==> src/rtl/execute_stage.sv <==
// EX stage of the GCD CPU: single-cycle ALU plus a restoring divider that runs
// one bit per cycle and stalls upstream. Define EX_OVERFLOW_EN to flag ADD/SUB signed overflow.
module execute_stage #(
  parameter int WIDTH = 32,
  parameter int CW    = 6
) (
  input  logic             clk,
  input  logic             rst,
  input  logic             DX_MemtoReg,
  input  logic             DX_RegWrite,
  input  logic             DX_MemRead,
  input  logic             DX_MemWrite,
  input  logic [3:0]       DX_ALUctr,
  input  logic [WIDTH-1:0] A,
  input  logic [WIDTH-1:0] B,
  input  logic [WIDTH-1:0] DX_MD,
  input  logic [4:0]       DX_RD,
  output logic             stall,
  output logic             ovf,
  output logic             XM_MemtoReg,
  output logic             XM_RegWrite,
  output logic             XM_MemRead,
  output logic             XM_MemWrite,
  output logic [WIDTH-1:0] ALUout,
  output logic [WIDTH-1:0] XM_MD,
  output logic [4:0]       XM_RD
);

  typedef enum logic {IDLE, BUSY} state_t;
  localparam logic [CW-1:0] LAST = CW'(WIDTH - 1);

  state_t           state_q, state_d;
  logic [CW-1:0]    cnt;
  logic [WIDTH-1:0] rem, quo, dvs;
  logic             op_div;
  logic             l_memtoreg, l_regwrite, l_memread, l_memwrite;
  logic [WIDTH-1:0] l_md;
  logic [4:0]       l_rd;

  logic             mc, last;
  logic [WIDTH-1:0] sum, diff, alu_res;
  logic             ovf_hit;
  logic [WIDTH:0]   rem_sh, rem_diff;
  logic             geq;
  logic [WIDTH-1:0] rem_nx, quo_nx;

  assign mc   = ((DX_ALUctr == 4'd7) || (DX_ALUctr == 4'd8)) && (B != '0);
  assign last = (cnt == LAST);
  assign sum  = A + B;
  assign diff = A - B;

`ifdef EX_OVERFLOW_EN
  always_comb begin
    ovf_hit = 1'b0;
    if (DX_ALUctr == 4'd0)
      ovf_hit = (A[WIDTH-1] == B[WIDTH-1]) && (sum[WIDTH-1] != A[WIDTH-1]);
    else if (DX_ALUctr == 4'd1)
      ovf_hit = (A[WIDTH-1] != B[WIDTH-1]) && (diff[WIDTH-1] != A[WIDTH-1]);
  end
`else
  assign ovf_hit = 1'b0;
`endif

  // B = 0 divide/remainder resolves here in one cycle
  always_comb begin
    alu_res = '0;
    case (DX_ALUctr)
      4'd0: alu_res = sum;
      4'd1: alu_res = diff;
      4'd2: alu_res = A & B;
      4'd3: alu_res = A | B;
      4'd4: alu_res = {{(WIDTH-1){1'b0}}, ($signed(A) < $signed(B))};
      4'd5: alu_res = A << B[4:0];
      4'd6: alu_res = A >> B[4:0];
      4'd7: alu_res = A;
      4'd8: alu_res = '1;
      default: alu_res = '0;
    endcase
  end

  // Restoring step; the extra top bit keeps the shifted remainder exact for divisors >= 2^(WIDTH-1)
  always_comb begin
    rem_sh   = {rem, quo[WIDTH-1]};
    rem_diff = rem_sh - {1'b0, dvs};
    geq      = ~rem_diff[WIDTH];
    rem_nx   = geq ? rem_diff[WIDTH-1:0] : rem_sh[WIDTH-1:0];
    quo_nx   = {quo[WIDTH-2:0], geq};
  end

  always_ff @(posedge clk) begin
    if (rst) state_q <= IDLE;
    else     state_q <= state_d;
  end

  always_comb begin
    state_d = state_q;
    case (state_q)
      IDLE:    if (mc) state_d = BUSY;
      BUSY:    if (last) state_d = IDLE;
      default: state_d = IDLE;
    endcase
  end

  always_comb begin
    stall = 1'b0;
    if (!rst)
      stall = ((state_q == IDLE) && mc) || ((state_q == BUSY) && !last);
  end

  always_ff @(posedge clk) begin
    if (rst) begin
      cnt         <= '0;
      rem         <= '0;
      quo         <= '0;
      dvs         <= '0;
      op_div      <= 1'b0;
      l_memtoreg  <= 1'b0;
      l_regwrite  <= 1'b0;
      l_memread   <= 1'b0;
      l_memwrite  <= 1'b0;
      l_md        <= '0;
      l_rd        <= '0;
      ovf         <= 1'b0;
      XM_MemtoReg <= 1'b0;
      XM_RegWrite <= 1'b0;
      XM_MemRead  <= 1'b0;
      XM_MemWrite <= 1'b0;
      ALUout      <= '0;
      XM_MD       <= '0;
      XM_RD       <= '0;
    end else begin
      case (state_q)
        IDLE: begin
          if (mc) begin
            quo         <= A;
            rem         <= '0;
            dvs         <= B;
            op_div      <= (DX_ALUctr == 4'd8);
            cnt         <= '0;
            l_memtoreg  <= DX_MemtoReg;
            l_regwrite  <= DX_RegWrite;
            l_memread   <= DX_MemRead;
            l_memwrite  <= DX_MemWrite;
            l_md        <= DX_MD;
            l_rd        <= DX_RD;
            ovf         <= 1'b0;
            XM_MemtoReg <= 1'b0;
            XM_RegWrite <= 1'b0;
            XM_MemRead  <= 1'b0;
            XM_MemWrite <= 1'b0;
          end else begin
            ALUout      <= alu_res;
            ovf         <= ovf_hit;
            XM_MemtoReg <= DX_MemtoReg;
            XM_RegWrite <= DX_RegWrite & ~ovf_hit;
            XM_MemRead  <= DX_MemRead;
            XM_MemWrite <= DX_MemWrite;
            XM_MD       <= DX_MD;
            XM_RD       <= DX_RD;
          end
        end
        BUSY: begin
          rem <= rem_nx;
          quo <= quo_nx;
          ovf <= 1'b0;
          if (last) begin
            cnt         <= '0;
            ALUout      <= op_div ? quo_nx : rem_nx;
            XM_MemtoReg <= l_memtoreg;
            XM_RegWrite <= l_regwrite;
            XM_MemRead  <= l_memread;
            XM_MemWrite <= l_memwrite;
            XM_MD       <= l_md;
            XM_RD       <= l_rd;
          end else begin
            cnt         <= cnt + 1'b1;
            XM_MemtoReg <= 1'b0;
            XM_RegWrite <= 1'b0;
            XM_MemRead  <= 1'b0;
            XM_MemWrite <= 1'b0;
          end
        end
        default: ;
      endcase
    end
  end

endmodule

==> config.mk <==
export PLATFORM = sky130hd
export DESIGN_NAME = execute_stage
export DESIGN_NICKNAME = d
export VERILOG_FILES = /design/src/rtl/execute_stage.sv
export SDC_FILE = /design/constraint.sdc
export NUM_CORES = 1
export LEC_CHECK = 0
export CORE_MARGIN = 2
export CORE_UTILIZATION = 42
export CTS_CLUSTER_DIAMETER = 200
export DETAILED_ROUTE_END_ITERATION = 7
export PLACE_DENSITY = 0.64
export RECOVER_POWER = 25
export SLEW_MARGIN = 20
export SYNTH_ARGS = -nofsm -noshare
export SYNTH_HDL_FRONTEND = slang
export SYNTH_SLANG_ARGS = --single-unit
==> constraint.sdc <==
create_clock -name clk -period 6.46 [get_ports clk]
set_clock_uncertainty 0.1 [all_clocks]
set_input_delay 1.292 -clock clk [delete_from_list [all_inputs] [get_ports clk]]
set_output_delay 1.292 -clock clk [all_outputs]
set_load 0.02 [all_outputs]
Word level (Yosys, flattened, before mapping)
Cells that the tools add are included.
- register bits after elaboration: 218
- latch bits: 0
- bits in writable memories: 0
- bits in read-only memories: 0
- input port bits: 111
- output and inout port bits: 75
- logic and storage cells: 87
- memories: 0
- add/subtract/negate cells: 4
- multiply operators: 0
- div/mod/pow operators: 0
- order comparisons: 1
- eq/ne operators: 12
- shift operators: 2
- muxes and demuxes: 35
- bitwise gates (word level): 4
- reductions and logical operators: 10
- operators by type and width (cell ; count):
    one-hot mux 32 bit (9 select lines) ; 1
    two-way mux 32 bit ; 8
    one-hot mux 32 bit (2 select lines) ; 4
    subtractor 33 x 32 -> 33 bit ; 1
    adder 32 bit ; 1
    bitwise AND 32 bit ; 1
    less-than comparator 32 bit ; 1
    OR 32 bit ; 1
    nonzero test 32 bit ; 1
    << shifter 32 x 5 -> 32 bit ; 1
    right shift 32 x 5 -> 32 bit ; 1
    subtractor 32 bit ; 1
    equality test 4 x 3 -> 1 bit, second input constant ; 4
    two-way mux 6 bit ; 2
    one-hot mux 6 bit (2 select lines) ; 1
    two-way mux 1 bit ; 11
    two-way mux 5 bit ; 2
    one-hot mux 1 bit (2 select lines) ; 5
    one-hot mux 5 bit (2 select lines) ; 1
    equality test 4 x 2 -> 1 bit, second input constant ; 2
    adder 6 x 1 -> 6 bit, second input constant ; 1
    equality test 6 x 5 -> 1 bit, second input constant ; 1
    equality test 4 x 1 -> 1 bit, second input constant ; 1
    equality test 4 bit, second input constant ; 1
    other kinds (8) ; 14

Longest topological paths before layout
- word-level depth: 6
- depth in mapped cells: 16
- gate-level depth less buffers: 14

Worst setup path after synthesis
OpenSTA, ideal clock, no wires.
- kind: input to register
- from: input B[3]
- to: register ALUout[31]
- setup time: 0.133 ns
- arrival time: 4.493 ns
- data required time: 6.227 ns
- slack: 1.734 ns
- stages on the path: 14
- path through: clkbuf_1 clkbuf_1 inv_2 buf_1 ha_1 or4_1 a31oi_1 o2111ai_1 a32oi_1 a31o_2 a311o_1 a21oi_1 o31ai_1 o211ai_1
- cells in the longest elaborated chain, start to end: 4
- elaborated cells between the ends (all ways): 11
- ends and longest elaborated chain (item ; RTL line ; text):
    start, declared ; 15 ; input logic [WIDTH-1:0] B,
    subtractor 32 bit, or another cell as far along ; 50 ; assign diff = A - B;
    one-hot mux 32 bit (9 select lines) or logical AND 1 bit (tied branches) ; 67, 47 ;
    two-way mux 32 bit or inequality test 2 bit (tied branches) ; -- ;
    one-hot mux 32 bit (2 select lines) or AND reduction 2 bit (tied branches) ; -- ;
    end signal, assigned ; 152 ; ALUout <= alu_res;
    end signal, assigned ; 168 ; ALUout <= op_div ? quo_nx : rem_nx;
    end, declared ; 24 ; output logic [WIDTH-1:0] ALUout,
Parallel ways exist; a longest one is shown, timed or not. The select of a mux whose other input is x is not followed.
A chain may end at the register's enable or synchronous reset.

Worst setup path after layout
- from: input B[8]
- to: output stall
- cells in the longest elaborated chain, start to end: 5
- ends and longest elaborated chain (item ; RTL line ; text):
    nonzero test 32 bit ; 47 ; assign mc = ((DX_ALUctr == 4'd7) || (DX_ALUctr == 4'd8)) && (B != '0);
    logical AND 1 bit ; 47 ;
    logical AND 1 bit ; 107 ; stall = ((state_q == IDLE) && mc) || ((state_q == BUSY) && !last);
    logical OR 1 bit ; 107 ;
    two-way mux 1 bit ; 106 ; if (!rst)
    end, declared ; 18 ; output logic stall,
No other way between the ends.

==> metrics.txt <==
top-area cell type share of the netlist area 0.2249; Hold Slack 352.7 ps; Syn-to-layout area delta 16.75%; Post-Route WL 90.27 mm; DR DRC count 0; initial antenna violation count 3; Internal Power 3.305 mW; worst-case clock buffer depth 3; switch share 0.4047; total track usage 0.3658; htree depth 1; Hold Crit Class flip-flop to flip-flop; FF-to-FF path depth 14; # resized after CTS 0; commonest non-fill, non-tap cell in the layout nor2_1; status finished clean; syn_nets 2987; critical path capture point type primary output; EDFF count, synth 0; Final #Nets 3061; crit path to stall; worst r2r src quo[31]$_SDFFE_PP0P_; clock sink count 218; Synth area leader dfxtp_1; arrival time at the worst endpoint 4220 ps; Leak Pwr 9.211 nW; total gr overflow 0; total number of vias 21740; Clock Pin Slew Worst Setup and Hold Paths 60 ps; Final Hold Violating Endpoints 0; drt wl/cell 26.26 um; number of global-route vias before repair 19920; layout cell share with drive strength beyond 1 0.06345; Post-CTS Hold Buffers 0; aggregate negative setup slack 0 ps; maxcap violations 0; Clock Latency Late Sink 560 ps; register area 0.004368 mm^2; post-layout min period 5611 ps; HPWL after detailed placement 69.02 mm; Rows 78; Clock power frac 0.295; Starting Density 0.4267; pwr/cell area 245.1 mW/mm^2; total CTS buffers 26; Gate power share 0.435; first-pass GRT wire length 131.5 mm; Final Setup Violations 0; timing-limited maximum frequency 0.1782 GHz; ys async rst share 0; reg2reg end ALUout[25]$_SDFFE_PP0N_; die area 0.04793 mm^2; Cell Area, Synth 0.01940 mm^2; Post-Syn Instances 2743; CP Launch Type primary input; Sw Pwr 2.247 mW; Setup Crit Path Kind primary input to primary output; Seq pwr share 0.270; Max Slew Vio Count 0; Avg Cell Area, Syn 7.074 um^2; Setup crit start B[8]; largest net degree at the start of global routing 93; CP required 5070 ps; Final GP Congestion 1.029; initial drt markers 2713; Slew HR 0.2409; clk root buf clkbuf_16; Least-Margin Pin Slew 1130 ps; CTS tree yes; Synth area leaders dfxtp_1 22%, a21oi_1 8.4%, ha_1 8.4%; Setup Fix Bufs, Post-CTS 0; ys flop type dfxtp_1; ant diodes 0; CP max FO 4; R2R Setup Slk 1650 ps; core area 0.04548 mm^2; crit share post-route 0.8686; vias per cell 6.324; Distinct cells, synth 85; commonest cells after routing, fill and taps aside 359 x nor2_1, 339 x nand2_1, 325 x a21oi_1; Ports 186; Synthesis Warnings 0; RSZ-0062 raised after global routing false; Multi-input gate area 0.01370 mm^2; drt pass-1 iters 6; register area share after synthesis 0.2249; Die X-Extent 218.9 um; Max VDD drop 209.8 uV; Die Y 218.9 um; Fill cells 4602; Detail Route Antenna Nets 0; PortBufs 184; Yosys reg bits 218
-- per-layer routing --
layer  vias to the layer above  track usage  part of all wire  wire length (um)
met5                         -            0           0.00043                39
met2                      1179       0.5166              0.40             36400
met1                     10390       0.5362              0.45             40440
li1                      10000            -                 -                 -
met3                       163       0.1016              0.12             10580
met4                         6       0.1027             0.031              2801
-- worst max-delay path, cell delays in order --
cell             delay [ps]
clkdlybuf4s50_1         660
nor4_1                  730
buf_4                   220
nand4_1                 140
o32ai_4                 370
nor2_4                   70
nor2_4                  100
nor2_1                   70
clkdlybuf4s50_1         570
-- layout make-up --
class | instances | area share
clock buffer | 39 | 0.03491
timing repair buffer | 255 | 0.1047
inverter | 135 | 0.02237
sequential | 218 | 0.1928
multi-input combinational | 2181 | 0.6049
tap | 600 | 0.03314
clock inverter | 9 | 0.007235
-- cell usage after synthesis, drive strengths merged (7+ instances only) --
library cell,instances
nor2,362
nand2,339
a21oi,326
dfxtp,218
o21ai,186
inv,133
clkbuf,130
ha,130
mux2i,107
a211oi,93
buf,79
nor3,63
o211ai,41
xnor2,39
nand3,37
a22oi,33
a221oi,26
a31oi,25
o21bai,25
a21o,24
mux4,19
mux2,18
nand2b,18
nor4,18
o31ai,15
a2111oi,14
o22ai,14
and2,13
nor2b,13
nand4,12
or3,12
a311oi,11
and3,11
o21a,11
xor2,11
or4,10
o221ai,9
a211o,7
a2bb2oi,7
-- how the worst min path moves through the flow --
stage,startpoint,end,slack [ps],depth (start not counted)
global route,dvs[2]$_SDFFE_PP0P_,dvs[2]$_SDFFE_PP0P_,370,2
detailed placement,dvs[27]$_SDFFE_PP0P_,dvs[27]$_SDFFE_PP0P_,350,2
global placement,l_md[30]$_SDFFE_PP0P_,l_md[30]$_SDFFE_PP0P_,340,2
floorplan,l_md[0]$_SDFFE_PP0P_,l_md[0]$_SDFFE_PP0P_,340,2
CTS,dvs[27]$_SDFFE_PP0P_,dvs[27]$_SDFFE_PP0P_,360,2
finish,l_rd[3]$_SDFFE_PP0P_,l_rd[3]$_SDFFE_PP0P_,350,2
-- registers in the layout (all words and copies together) (netlist names) --
name,flops
l_md,32
XM_RD,5
l_memwrite,1
quo,32
l_regwrite,1
cnt,6
ALUout,32
XM_MemtoReg,1
l_rd,5
XM_MD,32
XM_MemRead,1
XM_RegWrite,1
XM_MemWrite,1
op_div,1
l_memread,1
rem,32
dvs,32
state_q,1
l_memtoreg,1
-- power groups by stage --
stage                     logic, mW  clock network, mW  registers, mW
after floorplan                1.46                  0           1.57
after global placement         2.34                  0           1.53
after detailed placement       2.34                  0           1.53
after CTS                      2.36               1.65           1.50
after global routing           2.57               1.71           1.51
final                          2.41               1.64           1.50
-- stage by stage --
step	util	setup slack (ps)	total power, mW	std cells	instance area (um^2)
after floorplan	-	1734	3.031	2743	19400
after global placement	0.4771	619.1	3.865	3389	21700
after detailed placement	0.4771	579.7	3.869	3389	21700
after CTS	0.4981	952.5	5.508	3437	22650
after global routing	0.4981	863.8	5.790	3437	22650
final	0.4981	848.9	5.553	3437	22650
-- cells by family after synthesis --
| logic type | after synthesis | synth area share |
|---|---|---|
| other | 1 | 0.0001933 |
| buffers and inverters | 344 | 0.07119 |
| XOR/XNOR | 50 | 0.02296 |
| adder cells (fa/ha/maj) | 133 | 0.08692 |
| AND/OR/NAND/NOR | 929 | 0.2054 |
| flip-flops | 218 | 0.2249 |
| multiplexers | 144 | 0.08834 |
| AO/OA/AOI/OAI | 924 | 0.3000 |
No activity file was read; power rests on OpenSTA's default activity.
